## config.mk

```make
export PLATFORM = sky130hd
export DESIGN_NAME = priority_enc_n_reg_v
export DESIGN_NICKNAME = d
export VERILOG_FILES = /design/src/rtl/prio_enc_pkg.sv /design/src/rtl/prio_enc_core_v.sv /design/src/rtl/priority_enc_n_reg_v.sv
export SDC_FILE = /design/constraint.sdc
export NUM_CORES = 1
export LEC_CHECK = 0
export BUFFER_PORTS_ARGS = -buffer_cell sky130_fd_sc_hd__buf_2
export CAP_MARGIN = 20
export CORE_MARGIN = 5
export CORE_UTILIZATION = 34
export CTS_BUF_LIST = sky130_fd_sc_hd__clkbuf_8 sky130_fd_sc_hd__clkbuf_16
export DETAILED_ROUTE_END_ITERATION = 6
export PLACE_DENSITY = 0.59
export SYNTH_ARGS = -nofsm -noshare
export SYNTH_HDL_FRONTEND = slang
export SYNTH_SLANG_ARGS = --single-unit
```

## constraint.sdc

```tcl
create_clock -name i_clk -period 0.8 [get_ports i_clk]
set_input_delay 0.16 -clock i_clk [delete_from_list [all_inputs] [get_ports i_clk]]
set_output_delay 0.16 -clock i_clk [all_outputs]
set_load 0.05 [all_outputs]
```

## src/rtl/prio_enc_pkg.sv

```systemverilog
// Shared definitions for the registered priority encoder: default width,
// code-width derivation and the population-count helper.
package prio_enc_pkg;

    localparam int N_DEFAULT = 8;
    localparam int POP_MAX   = 64;

    function automatic int clog2(input int value);
        int result;
        result = 0;
        for (int i = 0; i < 31; i++) begin
            if ((32'sd1 <<< i) < value) begin
                result = i + 1;
            end else begin
                result = result;
            end
        end
        return result;
    endfunction

    // Request vectors narrower than POP_MAX are zero-extended by the caller.
    function automatic int popcount(input logic [POP_MAX-1:0] vec);
        int count;
        count = 0;
        for (int i = 0; i < POP_MAX; i++) begin
            count = count + int'(vec[i]);
        end
        return count;
    endfunction

endpackage

```

## src/rtl/prio_enc_core_v.sv

```systemverilog
// Combinational highest-set-index search; idx is 0 when no bit is set.
module prio_enc_core_v
    import prio_enc_pkg::*;
#(
    parameter int N = N_DEFAULT,
    parameter int W = clog2(N)
) (
    input  logic [N-1:0] vec,
    output logic [W-1:0] idx,
    output logic         found
);

    // Later (higher) set bits override earlier ones.
    always_comb begin
        idx   = '0;
        found = |vec;
        for (int k = 0; k < N; k++) begin
            idx = vec[k] ? W'(k) : idx;
        end
    end

endmodule

```

## src/rtl/priority_enc_n_reg_v.sv

```systemverilog
// Registered N-way priority encoder with valid/ready output slot.
// Define PRIORITY_ENC_ROTATE_EN for rotating priority; default is fixed (highest index wins).
module priority_enc_n_reg_v
    import prio_enc_pkg::*;
#(
    parameter int N = N_DEFAULT,
    parameter int W = clog2(N)
) (
    input  logic         i_clk,
    input  logic         i_rst,
    input  logic [N-1:0] i_req,
    input  logic         i_en,
    input  logic         i_ready,
    output logic [W-1:0] o_code,
    output logic         o_valid,
    output logic         o_multi
);

    logic [W-1:0] code_r;
    logic         valid_r;
    logic         multi_r;

    logic         slot_free_s;
    logic         accept_s;
    logic         load_valid_s;
    logic         multi_s;
    logic [N-1:0] core_vec_s;
    logic [W-1:0] core_idx_s;
    logic         core_found_s;
    logic [W-1:0] sel_s;

    assign slot_free_s  = ~valid_r | i_ready;
    assign accept_s     = valid_r & i_ready;
    assign load_valid_s = i_en & core_found_s;
    assign multi_s      = (popcount(POP_MAX'(i_req)) > 1);

    prio_enc_core_v #(
        .N (N),
        .W (W)
    ) u_core (
        .vec   (core_vec_s),
        .idx   (core_idx_s),
        .found (core_found_s)
    );

`ifdef PRIORITY_ENC_ROTATE_EN
    localparam logic [W-1:0] PTR_RESET = W'(N - 1);

    logic [W-1:0] ptr_r;
    logic [W-1:0] ptr_eff_s;

    function automatic logic [W-1:0] wrap_idx(input int value);
        return W'(value % N);
    endfunction

    // A sample taken on an accept edge already sees the just-accepted code as lowest priority.
    always_comb begin
        ptr_eff_s = ptr_r;
        if (accept_s) begin
            ptr_eff_s = (code_r == '0) ? PTR_RESET : code_r - W'(1);
        end else begin
            ptr_eff_s = ptr_r;
        end
    end

    // Rotated bit j maps to request (ptr+1+j) mod N, so the pointer lands on the top bit.
    always_comb begin
        core_vec_s = '0;
        for (int j = 0; j < N; j++) begin
            core_vec_s[j] = i_req[wrap_idx(int'(ptr_eff_s) + 1 + j)];
        end
        sel_s = wrap_idx(int'(ptr_eff_s) + 1 + int'(core_idx_s));
    end

    // Rotate pointer moves only when a result is accepted.
    always_ff @(posedge i_clk or posedge i_rst) begin
        if (i_rst) begin
            ptr_r <= PTR_RESET;
        end else if (accept_s) begin
            ptr_r <= ptr_eff_s;
        end else begin
            ptr_r <= ptr_r;
        end
    end
`else
    assign core_vec_s = i_req;
    assign sel_s      = core_idx_s;
`endif

    // Output slot: load when free, hold under backpressure.
    always_ff @(posedge i_clk or posedge i_rst) begin
        if (i_rst) begin
            valid_r <= 1'b0;
            code_r  <= '0;
            multi_r <= 1'b0;
        end else if (slot_free_s) begin
            valid_r <= load_valid_s;
            if (load_valid_s) begin
                code_r  <= sel_s;
                multi_r <= multi_s;
            end else begin
                code_r  <= '0;
                multi_r <= 1'b0;
            end
        end else begin
            valid_r <= valid_r;
            code_r  <= code_r;
            multi_r <= multi_r;
        end
    end

    assign o_code  = code_r;
    assign o_valid = valid_r;
    assign o_multi = multi_r;

endmodule

```

==> summary.md <==
| Metric | Value |
|---|---|
| Fraction of met3 tracks used by global routing | `under 10%` |
| Synthesized area per cell | `8.32 µm²` |
| Nature of the critical path endpoint | `flip-flop` |
| Placer's final routability congestion estimate | `about 0.75` |
| DR pass1 iterations | `4` |
| Number of nets with antenna violations after detailed routing | `0` |
| 1st-iter DRT viols | `6` |
| Min-delay worst type | `input port to flip-flop` |
| Clock sink count | `5` |
| Peak fanout along the critical path | `2` |
| Overflow after GRT | `0` |
| Global router's overall resource usage | `about an eighth` |
| Post-synthesis adder-cell area fraction | `approximately 29%` |
| Post-layout minimum cycle time | `approximately 2.9 ns` |
| Required arrival time at the worst endpoint | `around 0.9 ns` |
| Main flop type after synthesis | `sky130_fd_sc_hd__dfrtp_1` |
| Floorplan Core Area | `~0.0013 mm²` |
| Yosys warns | `0` |
| Residual DRC | `0` |
| Die ar. | `0.00215 mm²` |
| Failing checks | `negative setup slack` |
| Worst EP arrival | `2.96 ns` |
| TritonCTS clock tree | `built` |
| Maximum number of pins on one net before global-route repair | `6` |
| Most crowded layer after global routing | `met2` |
| Clock latency reported for the late side of the worst-skew pair | `roughly 0.22 ns` |
| Register area share after synthesis | `approximately 28%` |
| Async S/R FF share, synth | `100%` |
| Routed via count | `roughly 470` |
| Wire length of the first global-routing pass | `just under 2 mm` |
| Static leakage | `0.000435 µW` |
| Final clock skew | `around 0.00038 ns` |
| Overall power consumption | `about 1400 µW` |
| Number of buffers created by CTS | `3` |
| Root Buffer Master | `sky130_fd_sc_hd__clkbuf_8` |
| Post-synth EDFFs | `0` |
| Final Max Slew Viols | `0` |
| GR Layer Usage met2 | `around a quarter` |
| Number of antenna violations at the first check in global routing | `0` |
| Fraction of synthesized area in multiplexers | `0%` |
| Post-Synth Simple-Gate Area | `23.4%` |
| Number of max-cap violations | `0` |
| Final hold viol count | `0` |
| Antenna diode count | `0` |
| Setup Total Neg Slack | `-2.80 ns` |
| Vertical die dimension | `46.3 µm` |
| Wire length reported by the detailed router | `around 1.1 mm` |
| Unique masters post-synth | `16` |
| Post-layout worst setup margin | `-2.06 ns` |
| Worst slew slack as a fraction of its limit | `between 80% and 90%` |
| Transition at the pin with the smallest max-transition slack | `0.243 ns` |
| # nets final | `roughly 110` |
| Part of the cycle the worst path needs | `357%` |
| Grt met1 use | `a little over an eighth` |
| Initial Utilization | `between 30% and 40%` |
| Synth Area in Compound Gates | `between 8 and 9%` |
| Cell area after synthesis | `449 µm²` |
| Number of placement rows | `13` |
| Die width | `~46 µm` |
| Layout area overhead | `82.5%` |
| Clock transition time at the flip-flop clock pins of the worst setup and hold paths | `roughly 0.03 ns` |
| Setup Crit Path Kind | `input port to flip-flop` |
| Finish-stage setup viols | `9` |
| Largest family of logic cells by synthesized area | `adder cells` |
| I/O pin total | `17` |
| Proportion of layout cells with a drive suffix above 1 | `roughly half` |
| Number of port buffers | `16` |
| Status | `finished with violations` |
| Via density per instance | `between 4 and 5` |
| Highest ir drop seen on vdd | `slightly below 0.7 mV` |
| Type of origin of the critical path | `input port` |
| Placed wire-length estimate after detailed placement | `around 960 µm` |
| Vias in the first global route | `500` |
| Maximum clock path buffer count | `2` |
| RSZ-0062 raised after global routing | `true` |
| Number of nets produced by synthesis | `74` |
| Power Dens Cells | `roughly 1700 mW/mm²` |
| H-tree depth | `1` |
| Number of flip-flops and latches in the synthesized netlist | `5` |
| Synth Instances | `54` |
| Parity-gate share of the synthesized area counting xor and xnor cells | `0%` |
| Highest clock rate | `around 350 MHz` |
| Average wire per cell in the routed design | `approximately 11 µm` |
[layout by cell type (no fill, tap or decap)]
cell type | synthesis | layout
sky130_fd_sc_hd__o21ai_2 | 0 | 3
sky130_fd_sc_hd__clkbuf_8 | 0 | 3
sky130_fd_sc_hd__nor4bb_4 | 0 | 1
sky130_fd_sc_hd__nor2b_4 | 0 | 1
sky130_fd_sc_hd__nand3_2 | 1 | 2
sky130_fd_sc_hd__inv_1 | 13 | 14
sky130_fd_sc_hd__o21ai_1 | 2 | 1
sky130_fd_sc_hd__nor4_4 | 0 | 1
sky130_fd_sc_hd__nand2_4 | 0 | 1
sky130_fd_sc_hd__a21oi_1 | 2 | 2
sky130_fd_sc_hd__o21ai_0 | 4 | 2
sky130_fd_sc_hd__nor3_1 | 2 | 2
sky130_fd_sc_hd__buf_2 | 0 | 9
sky130_fd_sc_hd__ha_1 | 4 | 4
sky130_fd_sc_hd__dfrtp_1 | 5 | 4
sky130_fd_sc_hd__fa_1 | 4 | 4
sky130_fd_sc_hd__nor2_4 | 0 | 1
sky130_fd_sc_hd__nand2_1 | 10 | 9
sky130_fd_sc_hd__dlygate4sd3_1 | 0 | 1
sky130_fd_sc_hd__nand2b_4 | 0 | 1
sky130_fd_sc_hd__buf_4 | 0 | 9
sky130_fd_sc_hd__dfrtp_2 | 0 | 1
sky130_fd_sc_hd__nor2_1 | 2 | 1
sky130_fd_sc_hd__buf_6 | 0 | 10
[cell families (layout without fill, tap and decap cells)]
group / count (synthesis) / in the layout
AOI/OAI and AO/OA: 8 / 8
buffers and inverters: 13 / 46
and+or+nand+nor: 20 / 20
adders and majority gates: 8 / 8
DFF: 5 / 5
[final timing paths]
| check | from | to | slack [ns] | depth (start not counted) |
|---|---|---|---|---|
| max reg2reg | o_valid$_DFFE_PP0P_ | o_multi$_DFFE_PP0P_ | -0.11 | 4 |
| min | i_en | o_valid$_DFFE_PP0P_ | 0.21 | 3 |
| min reg2reg | o_code[2]$_DFFE_PP0P_ | o_code[2]$_DFFE_PP0P_ | 0.49 | 2 |
| max | i_req[0] | o_multi$_DFFE_PP0P_ | -2.06 | 13 |
| max in group asynchronous | i_rst | o_valid$_DFFE_PP0P_ | 0.25 | 3 |
| min in group asynchronous | i_rst | o_code[2]$_DFFE_PP0P_ | 0.37 | 3 |
[state kept, by name, indices dropped and copies added (netlist names)]
name     cells
o_code       3
o_multi      1
o_valid      1
[worst max-delay path: stages]
cell and delay [ns]:
sky130_fd_sc_hd__buf_2 0.11, sky130_fd_sc_hd__fa_1 0.52, sky130_fd_sc_hd__inv_1 0.04, sky130_fd_sc_hd__fa_1 0.50, sky130_fd_sc_hd__fa_1 0.42, sky130_fd_sc_hd__inv_1 0.07
sky130_fd_sc_hd__ha_1 0.16, sky130_fd_sc_hd__inv_1 0.05, sky130_fd_sc_hd__fa_1 0.43, sky130_fd_sc_hd__nor4bb_4 0.28, sky130_fd_sc_hd__nand2_1 0.07, sky130_fd_sc_hd__o21ai_0 0.07
sky130_fd_sc_hd__o21ai_1 0.07
[through the flow]
| stage | cell area [µm²] | utilization [%] | instances | hold WS [ns] | worst slack (ns) |
|---|---|---|---|---|---|
| floorplan | 474 | - | 54 | -0.0615 | -2.04 |
| global placement | 641 | 50.5 | 94 | 0.0574 | -2.21 |
| detailed placement | 641 | 50.5 | 94 | 0.0605 | -2.30 |
| CTS | 787 | 62.0 | 102 | 0.190 | -2.06 |
| global route | 820 | 64.6 | 102 | 0.225 | -2.23 |
| finish | 820 | 64.6 | 102 | 0.215 | -2.06 |
[cell type report]
type,count,area [µm²]
Fill cell,110,449
Multi-Input combinational cell,36,345
Timing Repair Buffer,29,235
Sequential cell,5,126
Inverter,13,48.8
Clock buffer,3,41.3
Tap cell,15,18.8
Clock inverter,1,3.75
[what timing repair did]
item / CTS / global route
buffers inserted: 3 / 0
hold endpoints to repair: 5 / 0
pin swaps: 8 / 2
hold buffers: 1 / 0
setup endpoints to repair: 9 / 10
resized for setup: 19 / 7
[layer usage]
layer  up-vias  wire (µm)
met2        21        556
met1       212        406
met4         0         33
li1        235          -
met3         4         94
met5         -          0
[report_power, final]
part | internal [µW] | switching (µW)
Sequential | 289 | 22.5
Clock | 328 | 117
Combinational | 316 | 357
[Yosys cell counts (2+ instances only)]
master | n | share of area, %
sky130_fd_sc_hd__a21oi_1 | 2 | 2.2
sky130_fd_sc_hd__o21ai_1 | 2 | 2.2
sky130_fd_sc_hd__ha_1 | 4 | 11
sky130_fd_sc_hd__nand2_1 | 10 | 8.4
sky130_fd_sc_hd__inv_1 | 13 | 11
sky130_fd_sc_hd__nor3_1 | 2 | 2.2
sky130_fd_sc_hd__fa_1 | 4 | 18
sky130_fd_sc_hd__dfrtp_1 | 5 | 28
sky130_fd_sc_hd__nor2_1 | 2 | 1.7
sky130_fd_sc_hd__o21ai_0 | 4 | 4.5
Power figures use the tool's default switching activity.
